File: src/rtl/class_loader_pkg.sv
// Shared types and helpers for the classifier feature loader.
package class_loader_pkg;

    typedef enum logic [1:0] {
        StIdle   = 2'd0,
        StLoad   = 2'd1,
        StSettle = 2'd2,
        StOut    = 2'd3
    } state_e;

    localparam int unsigned NFeatDefault = 51;
    localparam int unsigned InWDefault   = 8;

    // Number of input chunks needed to cover the feature bus.
    function automatic int unsigned calc_n_chunk(input int unsigned n_feat,
                                                 input int unsigned in_w);
        return (n_feat + in_w - 1) / in_w;
    endfunction

endpackage

File: src/rtl/class_majority_vote.sv
// Combinational majority vote over N_VOTES classifier outputs; a tie resolves to 0.
module class_majority_vote #(
    parameter int unsigned N_VOTES = 3
) (
    input  logic [N_VOTES-1:0] votes,
    output logic               majority
);

    localparam int unsigned CNT_W = $clog2(N_VOTES + 1);

    logic [CNT_W-1:0] ones;

    // Popcount of the votes, then strict-majority compare.
    always_comb begin
        ones = '0;
        for (int unsigned i = 0; i < N_VOTES; i++) begin
            ones = ones + CNT_W'(votes[i]);
        end
        majority = (32'(ones) > (N_VOTES / 2));
    end

endmodule

File: src/rtl/class_feature_loader.sv
// Streams byte chunks into a parallel feature bus, holds it for SETTLE cycles,
// then samples the classifier and returns the class on a valid/ready channel.
// Optional macro CLASS_LOADER_VOTE_EN: cls_i becomes N_TREES wide and is majority-voted.
module class_feature_loader
    import class_loader_pkg::*;
#(
    parameter int unsigned N_FEAT  = NFeatDefault,
    parameter int unsigned IN_W    = InWDefault,
    parameter int unsigned SETTLE  = 2,
    parameter int unsigned N_TREES = 3,
    localparam int unsigned N_CHUNK = calc_n_chunk(N_FEAT, IN_W),
`ifdef CLASS_LOADER_VOTE_EN
    localparam int unsigned CLS_W = N_TREES
`else
    localparam int unsigned CLS_W = 1
`endif
) (
    input  logic              clk,
    input  logic              rst_n,
    input  logic              s_valid,
    output logic              s_ready,
    input  logic [IN_W-1:0]   s_data,
    input  logic              s_last,
    output logic [N_FEAT-1:0] feat_o,
    input  logic [CLS_W-1:0]  cls_i,
    output logic              m_valid,
    input  logic              m_ready,
    output logic              m_class,
    output logic              m_err
);

    localparam int unsigned CNT_W = (N_CHUNK > 1) ? $clog2(N_CHUNK) : 1;

    if (SETTLE < 1 || SETTLE > 15) begin : g_bad_settle
        $error("SETTLE must be in 1..15");
    end
    if (N_TREES < 1) begin : g_bad_trees
        $error("N_TREES must be at least 1");
    end

    state_e             state_q, state_d;
    logic [CNT_W-1:0]   cnt_q, cnt_d;
    logic [3:0]         settle_q, settle_d;
    logic               err_q, err_d;
    logic               drop_q, drop_d;
    logic [N_FEAT-1:0]  feat_q, feat_d;
    logic               s_ready_q, s_ready_d;
    logic               m_valid_q, m_valid_d;
    logic               m_class_q, m_class_d;
    logic               m_err_q, m_err_d;
    logic               cls_vote;

`ifdef CLASS_LOADER_VOTE_EN
    class_majority_vote #(
        .N_VOTES (N_TREES)
    ) u_vote (
        .votes    (cls_i),
        .majority (cls_vote)
    );
`else
    assign cls_vote = cls_i;
`endif

    // State and registered outputs.
    always_ff @(posedge clk or negedge rst_n) begin
        if (!rst_n) begin
            state_q   <= StIdle;
            cnt_q     <= '0;
            settle_q  <= '0;
            err_q     <= 1'b0;
            drop_q    <= 1'b0;
            feat_q    <= '0;
            s_ready_q <= 1'b0;
            m_valid_q <= 1'b0;
            m_class_q <= 1'b0;
            m_err_q   <= 1'b0;
        end else begin
            state_q   <= state_d;
            cnt_q     <= cnt_d;
            settle_q  <= settle_d;
            err_q     <= err_d;
            drop_q    <= drop_d;
            feat_q    <= feat_d;
            s_ready_q <= s_ready_d;
            m_valid_q <= m_valid_d;
            m_class_q <= m_class_d;
            m_err_q   <= m_err_d;
        end
    end

    // Next-state: chunk assembly, framing checks, settle timer and result handshake.
    always_comb begin
        state_d   = state_q;
        cnt_d     = cnt_q;
        settle_d  = settle_q;
        err_d     = err_q;
        drop_d    = drop_q;
        feat_d    = feat_q;
        s_ready_d = s_ready_q;
        m_valid_d = m_valid_q;
        m_class_d = m_class_q;
        m_err_d   = m_err_q;

        case (state_q)
            StIdle: begin
                state_d   = StLoad;
                s_ready_d = 1'b1;
            end
            StLoad: begin
                if (s_valid && s_ready_q) begin
                    if (drop_q) begin
                        // Tail of an over-long vector: discard through its s_last.
                        if (s_last) begin
                            drop_d = 1'b0;
                        end
                    end else begin
                        // Bits past N_FEAT in the final chunk fall off here.
                        for (int unsigned i = 0; i < N_FEAT; i++) begin
                            if ((i / IN_W) == 32'(cnt_q)) begin
                                feat_d[i] = s_data[i % IN_W];
                            end
                        end
                        if (cnt_q == CNT_W'(N_CHUNK - 1)) begin
                            err_d     = !s_last;
                            drop_d    = !s_last;
                            state_d   = StSettle;
                            s_ready_d = 1'b0;
                            settle_d  = '0;
                        end else if (s_last) begin
                            err_d     = 1'b1;
                            state_d   = StSettle;
                            s_ready_d = 1'b0;
                            settle_d  = '0;
                        end else begin
                            cnt_d = cnt_q + 1'b1;
                        end
                    end
                end
            end
            StSettle: begin
                if (settle_q == 4'(SETTLE - 1)) begin
                    m_class_d = cls_vote;
                    m_err_d   = err_q;
                    m_valid_d = 1'b1;
                    state_d   = StOut;
                end else begin
                    settle_d = settle_q + 4'd1;
                end
            end
            StOut: begin
                if (m_ready) begin
                    m_valid_d = 1'b0;
                    cnt_d     = '0;
                    s_ready_d = 1'b1;
                    state_d   = StLoad;
                end
            end
            default: begin
                state_d = StIdle;
            end
        endcase
    end

    assign s_ready = s_ready_q;
    assign feat_o  = feat_q;
    assign m_valid = m_valid_q;
    assign m_class = m_class_q;
    assign m_err   = m_err_q;

endmodule
File: config.mk
export PLATFORM = sky130hd
export DESIGN_NAME = class_feature_loader
export DESIGN_NICKNAME = d
export VERILOG_FILES = /design/src/rtl/class_loader_pkg.sv /design/src/rtl/class_majority_vote.sv /design/src/rtl/class_feature_loader.sv
export SDC_FILE = /design/constraint.sdc
export NUM_CORES = 1
export LEC_CHECK = 0
export BUFFER_PORTS_ARGS = -buffer_cell sky130_fd_sc_hd__clkbuf_2
export CORE_MARGIN = 5
export CORE_UTILIZATION = 40
export DETAILED_ROUTE_END_ITERATION = 7
export GPL_TIMING_DRIVEN = 0
export SETUP_SLACK_MARGIN = 0.05
export SYNTH_ARGS = -nofsm -noshare
export SYNTH_HDL_FRONTEND = slang
export SYNTH_HIERARCHICAL = 1
export SYNTH_SLANG_ARGS = --single-unit
File: constraint.sdc
create_clock -name clk -period 2.4 [get_ports clk]
set_input_delay 0.48 -clock clk [delete_from_list [all_inputs] [get_ports clk]]
set_output_delay 0.48 -clock clk [all_outputs]
set_load 0.01 [all_outputs]
* Yosys cells after proc, flatten, opt, wreduce, memory -nomap -nowiden
Cells that the tools add are included.
** Operators by class
- Shift operators :: 0
- Reductions and logical operators :: 24
- $add $sub $neg :: 2
- Div/mod/pow operators :: 0
- Bitwise operators :: 1
- $mul :: 0
- Equality and inequality tests :: 19
- $lt $le $gt $ge :: 0
- Muxes and demuxes :: 33
** Operator list (number)
- AND reduction 4 bit :: 8
- two-way mux 4 bit :: 5
- two-way mux 3 bit :: 5
- AND reduction 5 bit :: 3
- != test 2 bit (second input constant) :: 7
- two-way mux 1 bit :: 12
- two-way mux 2 bit :: 6
- equality test 3 bit (first input constant) :: 3
- case mux 2 bit (4 select lines) :: 1
- case mux 4 bit (2 select lines) :: 1
- nonzero test 2 bit :: 4
- equality test 2 x 3 -> 1 bit (first input constant) :: 2
- case mux 3 bit (2 select lines) :: 1
- AND reduction 6 bit :: 1
- adder 4 x 1 -> 4 bit (second input constant) :: 1
- equality test 2 bit (second input constant) :: 2
- equality test 4 x 1 -> 1 bit (second input constant) :: 1
- AND reduction 2 bit :: 2
- adder 3 x 1 -> 3 bit (second input constant) :: 1
- equality test 1 x 3 -> 1 bit (first input constant) :: 1
- equality test 3 bit (second input constant) :: 1
- logical NOT 3 bit :: 1
- != test 3 bit (second input constant) :: 1
- case mux 1 bit (3 select lines) :: 1
- 8 further kinds :: 8
** Word-level totals
- RAM bits :: 0
- Word-level logic and storage cells :: 95
- Latch bits :: 0
- Memory bits (read-only) :: 0
- Memories :: 0
- Output and inout bits :: 55
- Bits in registers :: 66
- Input port bits :: 14

* Longest topological paths before layout
Gate-level depths: netlist of run 1.
- Word-level depth :: 6
- Depth in mapped cells :: 7
- Depth with buffers taken out :: 6

* Worst setup path after synthesis of run 1
Ideal clock, no wire load.
- Path kind :: register to register
- Start :: register state_q[1]
- End :: register feat_q[0] (netlist: feat_o[0])
- Data arrival time :: 1.588 ns
- Path buffers :: 2
- Cell stages (with the launch flop) :: 8
- Library setup time :: 0.125 ns
- Data required time :: 2.275 ns
- Clock period less this slack :: 1.713 ns
- Path slack :: 0.687 ns
- Cells stage by stage :: dfrtp_1 inv_1 ha_1 and4b_1 buf_6 and3_1 buf_2 mux2_2
** On the way
- Cells in the longest elaborated chain, start to end :: 2
** RTL lines
- start: declaration :: RTL line class_feature_loader.sv:41 : state_e state_q, state_d;
- start signal: assignment :: RTL line class_feature_loader.sv:67 : state_q <= StIdle;
- start signal: assignment :: RTL line class_feature_loader.sv:78 : state_q <= state_d;
- equality test 2 x 1 -> 1 bit :: RTL line class_feature_loader.sv:104 : case (state_q)
- AND reduction 4 bit (no source line)
- end signal: assignment :: RTL line class_feature_loader.sv:83 : feat_q <= feat_d;
- end: declaration :: RTL line class_feature_loader.sv:46 : logic [N_FEAT-1:0] feat_q, feat_d;
Every way passes these cells.
A chain may end at the register's enable or synchronous reset.

* Worst setup path after layout of run 1
- Start :: register state_q[1]
- End :: register feat_q[20] (netlist: feat_o[20])
The elaborated chain is that of the path after synthesis.

==> impl_metrics.tcl, run 1 <==
set metrics [dict create \
    place_congestion 0.757 \
    drc 0 \
    seqCellArea_um2 1650 \
    postCtsHoldBufs 1 \
    port_buffers 68 \
    drt_first_pass_iters 4 \
    hpwl_um 4250 \
    grt_first_pass_wirelength_um 9900 \
    end_kind "register" \
    async_flop_share_pct 100 \
    r2r_slack_ns 0.47 \
    syn_inst 208 \
    startpoint_type "register" \
    cts_resized 0 \
    ys_seq_area_share_pct 57.7 \
    cap_violations 0 \
    vdd_drop_max_uv 434 \
    first_iter_violations 36 \
    antenna_left 0 \
    nets 314 \
    rr_worst_depth 7 \
    synth_top_family_by_area "multiplexers" \
    synth_xor_area_share_pct 0 \
    hp-class "in2reg" \
    synth-compound-area-share_pct 5.56 \
    track_usage_pct 14.7 \
    finalHoldViolations 0 \
    worst_slack_ns 0.467 \
    r2r-start "state_q[1]" \
    io-pin-count 69 \
    slew_headroom_pct 70.6 \
    fin_tns_setup_ns 0 \
    whs_path_depth 2 \
    rows 30 \
    critPathKind "reg2reg" \
    fin_crit_sh_pct 80.5 \
    pre_cts_slack_ns 0.491 \
    synth_area_um2 2860 \
    hp-start "s_last" \
    path_max_fanout 10 \
    synth_cell_types 32 \
    diodes 0 \
    yosys.area_share.adder_pct 4.81 \
    arrival_ns 2.15 \
    clk_pin_slew_ns 0.08 \
    worst_slew_pin_slew_ns 0.441 \
    start_util_pct 41.6 \
    tritoncts "done" \
    ys_seq_elements 66 \
    fill_cells 629 \
    setup_viol 0 \
    required_ns 2.62 \
    syn_avg_cell_area_um2 13.8 \
    grt_pass1_vias 1898 \
    cts_sinks 66 \
    status "finished, final reports clean" \
    antenna_found_initial 0 \
    clk_latency_ns 0.34 \
    grt_max_degree 63 \
    synthMuxAreaShare_pct 21.3 \
    power.density_nw_per_um2 1260 \
    ys_warn_count 6 \
    dr_total_vias 1930 \
    maxSlewViolCount 0 \
    area_growth_pct 27.1 \
    die_h_um 94.6 \
    synthFlopType "dfrtp_1" \
    dieWidth_um 94.6 \
    synth.net_count 233 \
    synth_simple_gate_area_share_pct 8.49 \
    min_period_ns 1.93 \
    layout-drive-gt1-share_pct 50.3 \
    synth-edff-count 0 \
    clock-root-buffer "clkbuf_8" \
    drt-total-wl_um 6160 \
    power_leakage_nw 1.87 \
    utilization_pct 52.9 \
    die_area_um2 8940 \
    viasPerCell 4.95 \
    r2r_end "feat_o[20]" \
    cts_made_buffers 9 \
    cts_setup_buffers 0 \
    grt_overflow 0 \
    cts_buffer_depth 2 \
    rsz0062_at_grt "no" \
    fmax_mhz 517 \
    p_total_w 0.00459 \
    fin_skew_ns 0.00621 \
    hold_end "err_q" \
    wl_per_cell_um 15.8 \
    multi_input_area_um2 1150 \
    h-tree-depth 3 \
    design.core.area_um2 6870 \
]
==> synth_stat cells (2+ instances only) <==
master    instances  area, µm²
dfrtp_1          66       1650
mux2_2           54        608
ha_1             11        138
nand2_1          11       41.3
a21oi_1           6       30.0
inv_1             6       22.5
nand3_1           6       30.0
and3_1            5       31.3
nor2b_1           5       31.3
o21ai_0           5       25.0
buf_2             4       20.0
o31ai_1           3       22.5
a21o_1            2       15.0
a22o_1            2       17.5
clkbuf_1          2       7.51
nand3_2           2       20.0
nand3b_1          2       15.0
or4b_1            2       20.0
==> kinds of logic after synthesis <==
group / after synthesis
adders and majority gates: 11
AOI/OAI and AO/OA: 24
and+or+nand+nor: 40
DFF: 66
muxes: 54
buffers and inverters: 13
==> registers in the layout, indices dropped and copies added (netlist names) <==
name	flops
cnt_q	3
feat_o	51
m_err	1
err_q	1
state_q	2
settle_q	4
m_valid	1
s_ready	1
drop_q	1
m_class	1
==> worst max-delay path, cell delays in order, from the launching register on <==
cell     delay, ns
dfrtp_1       0.43
inv_1         0.08
ha_1          0.17
and4b_1       0.22
buf_6         0.14
and3_1        0.15
buf_2         0.24
mux2_2        0.39
==> how the worst max path moves through the flow <==
stage / start / end / slack [ns] / depth (start not counted)
floorplan: state_q[1] / feat_o[0] / 0.69 / 7
global placement: rst_n / feat_o[48] / 0.37 / 1
finish: state_q[1] / feat_o[20] / 0.47 / 7
CTS: state_q[1] / feat_o[20] / 0.46 / 7
global route: state_q[1] / feat_o[3] / 0.37 / 7
detailed placement: state_q[1] / feat_o[11] / 0.49 / 7
==> layout make-up <==
class	instances	area share [%]
multi-input cells	129	31.6
inverters	6	0.620
flip-flops and latches	66	45.4
clock inverters	6	3.75
plain buffers	7	1.07
well taps	96	3.30
repair buffers	70	10.5
clock buffers	10	3.79
==> routing by layer <==
| layer | track usage (%) | vias to the layer above | wire, µm |
|---|---|---|---|
| met2 | 22.0 | 63 | 2770 |
| met5 | 0 | - | 0 |
| met4 | 5.77 | 0 | 76 |
| met3 | 4.46 | 9 | 397 |
| li1 | - | 914 | - |
| met1 | 20.1 | 944 | 2910 |
==> stage by stage <==
stage	cells	instance area (µm²)	hold slack [ns]
2_1_floorplan	208	2860	0.184
3_5_place_dp	373	3350	0.325
5_1_grt	390	3630	0.358
3_3_place_gp	372	3320	0.486
6_report	390	3630	0.364
4_1_cts	390	3630	0.351
==> power breakdown <==
group          switching (W)  internal (W)  total, W
logic               0.000764      0.000755   0.00152
registers           0.000263       0.00154   0.00181
clock network       0.000441      0.000827   0.00127
total                0.00147       0.00313   0.00459
==> cell usage in the layout, fill, tap and decap left out, types with 3 or more instances in the layout <==
| cell | synthesis | layout |
|---|---|---|
| inv_1 | 6 | 6 |
| o21ai_0 | 5 | 5 |
| a21oi_1 | 6 | 6 |
| bufinv_16 | 0 | 4 |
| and3_1 | 5 | 5 |
| ha_1 | 11 | 11 |
| clkbuf_8 | 0 | 10 |
| mux2_2 | 54 | 54 |
| dfrtp_1 | 66 | 66 |
| nor2b_1 | 5 | 5 |
| clkbuf_2 | 0 | 67 |
| nand3_1 | 6 | 6 |
| o31ai_1 | 3 | 3 |
| buf_2 | 4 | 4 |
| nand2_1 | 11 | 11 |
No activity file was read; power rests on OpenSTA's default activity.
==> run 2, diff against run 1 <==
ABC_AREA = 1   (was unset)
clock period = 1.7 ns   (was 2.4 ns; I/O delays follow)
==> run 2 against run 1 <==
Sequential cell count is the same. Power up 52%. Via count up 21%. Worst hold slack lost 0.18 ns. Critical path type unchanged. Synthesized cell count is 46% higher. Cell count rose by 27%. Clock-buffer cell count did not move. Cell area is 6.5% higher.
==> impl_metrics.tcl, run 2 <==
set metrics [dict create \
    tritoncts "done" \
    power_leakage_nw 2.00 \
    rows 32 \
    worst_slack_ns 0.175 \
    maxSlewViolCount 0 \
    hp-class "in2reg" \
    ys_seq_area_share_pct 53.8 \
    grt_first_pass_wirelength_um 11700 \
    clk_latency_ns 0.35 \
    setup_viol 0 \
    p_total_w 0.00699 \
    drt-total-wl_um 6840 \
    fin_skew_ns 0.00654 \
    port_buffers 68 \
    hp-start "s_last" \
    dieWidth_um 97.6 \
    vdd_drop_max_uv 748 \
    cts_buffer_depth 2 \
    antenna_found_initial 0 \
    area_growth_pct 26.2 \
    layout-drive-gt1-share_pct 36.0 \
    fin_crit_sh_pct 89.7 \
    die_h_um 97.6 \
    synth_top_area_share_pct 53.8 \
    clock-root-buffer "clkbuf_8" \
    synth_area_leaders "dfrtp_1 (54%), nand2_1 (11%), o21ai_2 (6.0%)" \
    diodes 0 \
    synthTopCellsByCount "nand2_1 (88), dfrtp_1 (66), inv_1 (27), o21ai_1 (27), o21ai_2 (21)" \
    syn_avg_cell_area_um2 10.1 \
    rsz0062_at_grt "no" \
    track_usage_pct 15.4 \
    fin_tns_setup_ns 0 \
    synth.net_count 328 \
    worst_slew_pin_slew_ns 0.339 \
    dr_total_vias 2336 \
    required_ns 1.98 \
    ys_seq_elements 66 \
    synth_cell_types 26 \
    start_util_pct 40.3 \
    cts_made_buffers 9 \
    grt_pass1_vias 2454 \
    place_congestion 0.778 \
    nets 412 \
    status "finished, final reports clean" \
    path_max_fanout 5 \
    finalHoldViolations 0 \
    drc 0 \
    slew_headroom_pct 77.4 \
    pre_cts_slack_ns -0.0736 \
    wl_per_cell_um 13.9 \
    r2r-start "cnt_q[2]" \
    cts_sinks 66 \
    largest_register_ffs 51 \
    grt_overflow 0 \
    synth_area_um2 3070 \
    fmax_mhz 656 \
    min_period_ns 1.53 \
    power.density_nw_per_um2 1800 \
    yosysMostFrequentCell "nand2_1" \
    drt_first_pass_iters 4 \
    final_cell_area_um2 3870 \
    design.core.area_um2 7610 \
    worstSetupStartpoint "cnt_q[2]" \
    async_flop_share_pct 100 \
    placed_cell_area_um2 3570 \
    io-pin-count 69 \
    final_cell_mix "nand2_1 (87), clkbuf_2 (67), dfrtp_1 (65)" \
    first_iter_violations 53 \
    viasPerCell 4.73 \
    critPathKind "reg2reg" \
    arrival_ns 1.81 \
    synth-edff-count 0 \
    end_kind "register" \
    cap_violations 0 \
    die_area_um2 9520 \
    grt_max_degree 48 \
    h-tree-depth 3 \
    netlist.top_cell.by_area "dfrtp_1" \
    final_common_cell "nand2_1" \
    hpwl_um 5000 \
    synthFlopType "dfrtp_1" \
    antenna_left 0 \
    ys_warn_count 6 \
    syn_inst 303 \
    clk_pin_slew_ns 0.07 \
    startpoint_type "register" \
]
run 2: cell types whose count changed after synthesis, sizes merged, moves of 3 or more:
cell and change:
and3 -5, inv +22, mux2 -54, nand2 +80, nand3 +3, nand4 +11
nor2 +13, nor2b -5, o21ai +52, o31ai -3
run 2: routing by layer:
layer  wire, µm  global-route usage, %  share of wire [%]
met2       3400                   25.8                 50
met4        125                   6.39                1.8
met1       2960                   18.3                 43
met5          0                      0                  0
met3        358                   4.88                5.2
run 2: layout make-up:
class / instances / area (µm²)
clock inverters: 6 / 113
fillers: 749 / 3730
multi-input cells: 201 / 1250
inverters: 28 / 110
repair buffers: 74 / 410
flip-flops and latches: 66 / 1650
well taps: 102 / 128
clock buffers: 10 / 128
plain buffers: 7 / 82.6
run 2: final timing paths:
path                                to  slack, ns  cells past startpoint
max                           cnt_q[2]       0.17                      4
max in group asynchronous   state_q[1]       0.69                      3
min reg2reg                settle_q[3]       0.48                      2
max reg2reg                   cnt_q[2]       0.17                      4
min in group asynchronous   feat_o[33]       0.46                      2
min                             drop_q       0.18                      2
run 2: through the flow:
step	hold WS, ns	std cells	utilization (%)
2_1_floorplan	0.0444	303	-
4_1_cts	0.165	491	50.4
3_5_place_dp	0.287	474	46.9
5_1_grt	0.177	494	50.9
6_report	0.184	494	50.9
3_3_place_gp	0.466	473	46.5
run 2: timing repair:
item | 4_1_cts | 5_1_grt
pin swaps | 1 | 2
hold buffers | 1 | 0
endpoints found under the hold margin | 19 | 0
resized for setup | 2 | 6
endpoints found under the setup margin | 40 | 12
setup buffers | 1 | 3
run 2: critical path: stages, from the launching register on:
cell     delay (ns)
dfrtp_1        0.51
inv_1          0.22
ha_1           0.32
or2_2          0.28
o21ai_2        0.13
run 2: power breakdown:
group	internal, W	switching, W
Combinational	0.00113	0.00164
Sequential	0.00217	0.000424
Clock	0.000982	0.000636
run 2: cell families (layout without fill, tap and decap cells):
| logic type | Yosys count | in the layout | synth area share, % |
|---|---|---|---|
| AOI/OAI and AO/OA | 62 | 62 | 13.1 |
| buffers and inverters | 36 | 125 | 6.40 |
| DFF | 66 | 66 | 53.8 |
| adders and majority gates | 11 | 11 | 4.48 |
| and+or+nand+nor | 128 | 128 | 22.2 |
==> run 3, diff against run 2 <==
CORE_ASPECT_RATIO = 1.75   (was unset)
==> run 3 against run 2 <==
Clock skew decreased by 0.00098 ns. Clock power increased by 30%. Clock-buffer cell count is 1 lower. Cell count shrank 2.8%. Global-route usage increased by 0.52 points. Routed wire length grew 3.5%. Power is 6.9% higher.
==> impl_metrics.tcl, run 3 (synthesis results as in run 2) <==
set metrics [dict create \
    status "finished, final reports clean" \
    first_iter_violations 54 \
    slew_headroom_pct 71.3 \
    antenna_found_initial 0 \
    worst_slew_pin_slew_ns 0.430 \
    io-pin-count 69 \
    grt_first_pass_wirelength_um 12300 \
    area_growth_pct 28.4 \
    fin_tns_setup_ns 0 \
    antenna_left 0 \
    nets 412 \
    whs_ns 0.212 \
    final_common_cell "nand2_1" \
    clock-root-buffer "clkbuf_16" \
    required_ns 1.90 \
    finalHoldViolations 0 \
    fin_crit_sh_pct 89.9 \
    rsz0062_at_grt "no" \
    final_cell_area_um2 3940 \
    h-tree-depth 3 \
    fill_cells 726 \
    setup_viol 0 \
    final_cell_mix "nand2_1 (88), clkbuf_2 (67), dfrtp_1 (66)" \
    multi_input_area_um2 1240 \
    critPathKind "reg2reg" \
    design.core.area_um2 7510 \
    largest_register_ffs 51 \
    die_area_um2 9590 \
    die_h_um 126 \
    arrival_ns 1.73 \
    port_buffers 68 \
    tritoncts "done" \
    cts_buffer_depth 2 \
    dr_total_vias 2331 \
    cts_made_buffers 9 \
    start_util_pct 40.8 \
    grt_max_degree 39 \
    dieWidth_um 76.2 \
    layout-drive-gt1-share_pct 35.5 \
    placed_cell_area_um2 3540 \
    fin_skew_ns 0.00557 \
    clk_pin_slew_ns 0.05 \
    path_max_fanout 10 \
    power_leakage_nw 2.05 \
    hpwl_um 5330 \
    hp-class "in2reg" \
    end_kind "register" \
    rows 42 \
    crit_path_top_delay_cell "dfrtp_1" \
    vdd_drop_max_uv 995 \
    drt_first_pass_iters 4 \
    seqCellArea_um2 1650 \
    crit_chain "inv_1, ha_1, nand3_4, buf_6, nand2_1, o21ai_0" \
    cts_sinks 66 \
    drt-total-wl_um 7080 \
    p_total_w 0.00747 \
    grt_pass1_vias 2469 \
    drc 0 \
    critical_path.max_stage_delay_ns 0.46 \
    startpoint_type "register" \
    diodes 0 \
    utilization_pct 52.4 \
    maxSlewViolCount 0 \
    fmax_mhz 655 \
    viasPerCell 4.86 \
    grt_overflow 0 \
    clk_latency_ns 0.33 \
    wl_per_cell_um 14.7 \
    cap_violations 0 \
    power.density_nw_per_um2 1890 \
    track_usage_pct 16.0 \
    min_period_ns 1.53 \
    place_congestion 0.766 \
]
## run 3: per-stage QoR
| stage | std cells | setup WS [ns] |
|---|---|---|
| floorplan | 303 | 0.117 |
| global placement | 459 | -0.177 |
| detailed placement | 460 | -0.100 |
| CTS | 477 | 0.0944 |
| global route | 480 | 0.0627 |
| finish | 480 | 0.172 |
## run 3: area by class of cell
type	count	share of cell area (%)
clock buffers	9	5.71
clock inverters	7	2.98
repair buffers	74	10.2
inverters	28	2.79
flip-flops and latches	66	41.9
well taps	88	2.79
multi-input cells	201	31.5
plain buffers	7	2.10
## run 3: final timing paths
path	slack (ns)	endpoint	startpoint	depth (start not counted)
hold / removal	0.21	m_class	cls_i	3
hold reg to reg	0.48	feat_o[41]	feat_o[41]	2
max in group asynchronous	0.65	feat_o[42]	rst_n	3
setup / recovery	0.17	feat_o[30]	cnt_q[2]	6
setup reg to reg	0.17	feat_o[30]	cnt_q[2]	6
min in group asynchronous	0.51	settle_q[2]	rst_n	2
## run 3: report_power, final
group          internal, W  switching, W
logic              0.00113       0.00164
clock network      0.00143      0.000679
registers          0.00217      0.000416
total              0.00473       0.00274
## run 3: repair_timing
action                                  in CTS  in global routing
resized for setup                            2                  2
endpoints found under the setup margin      34                 14
hold endpoints to repair                    28                  0
gates cloned                                 0                  0
hold buffers                                 1                  0
setup buffers                                1                  3
pin swaps                                    1                  2
## run 3: routing by layer
layer | track usage [%] | wire [µm] | vias to the layer above
met4 | 7.62 | 174 | 0
met5 | 0 | 0 | -
met3 | 4.14 | 299 | 14
met2 | 27.5 | 3810 | 52
li1 | - | - | 1170
met1 | 18.2 | 2800 | 1095
## run 3: worst max-delay path, delay by kind of cell, from the launching register on
family                   cells  cell delay, ns
flip-flops                   1            0.46
AND/OR/NAND/NOR              2            0.18
AO/OA/AOI/OAI                1            0.08
buffers and inverters        2            0.43
adder cells (fa/ha/maj)      1            0.25
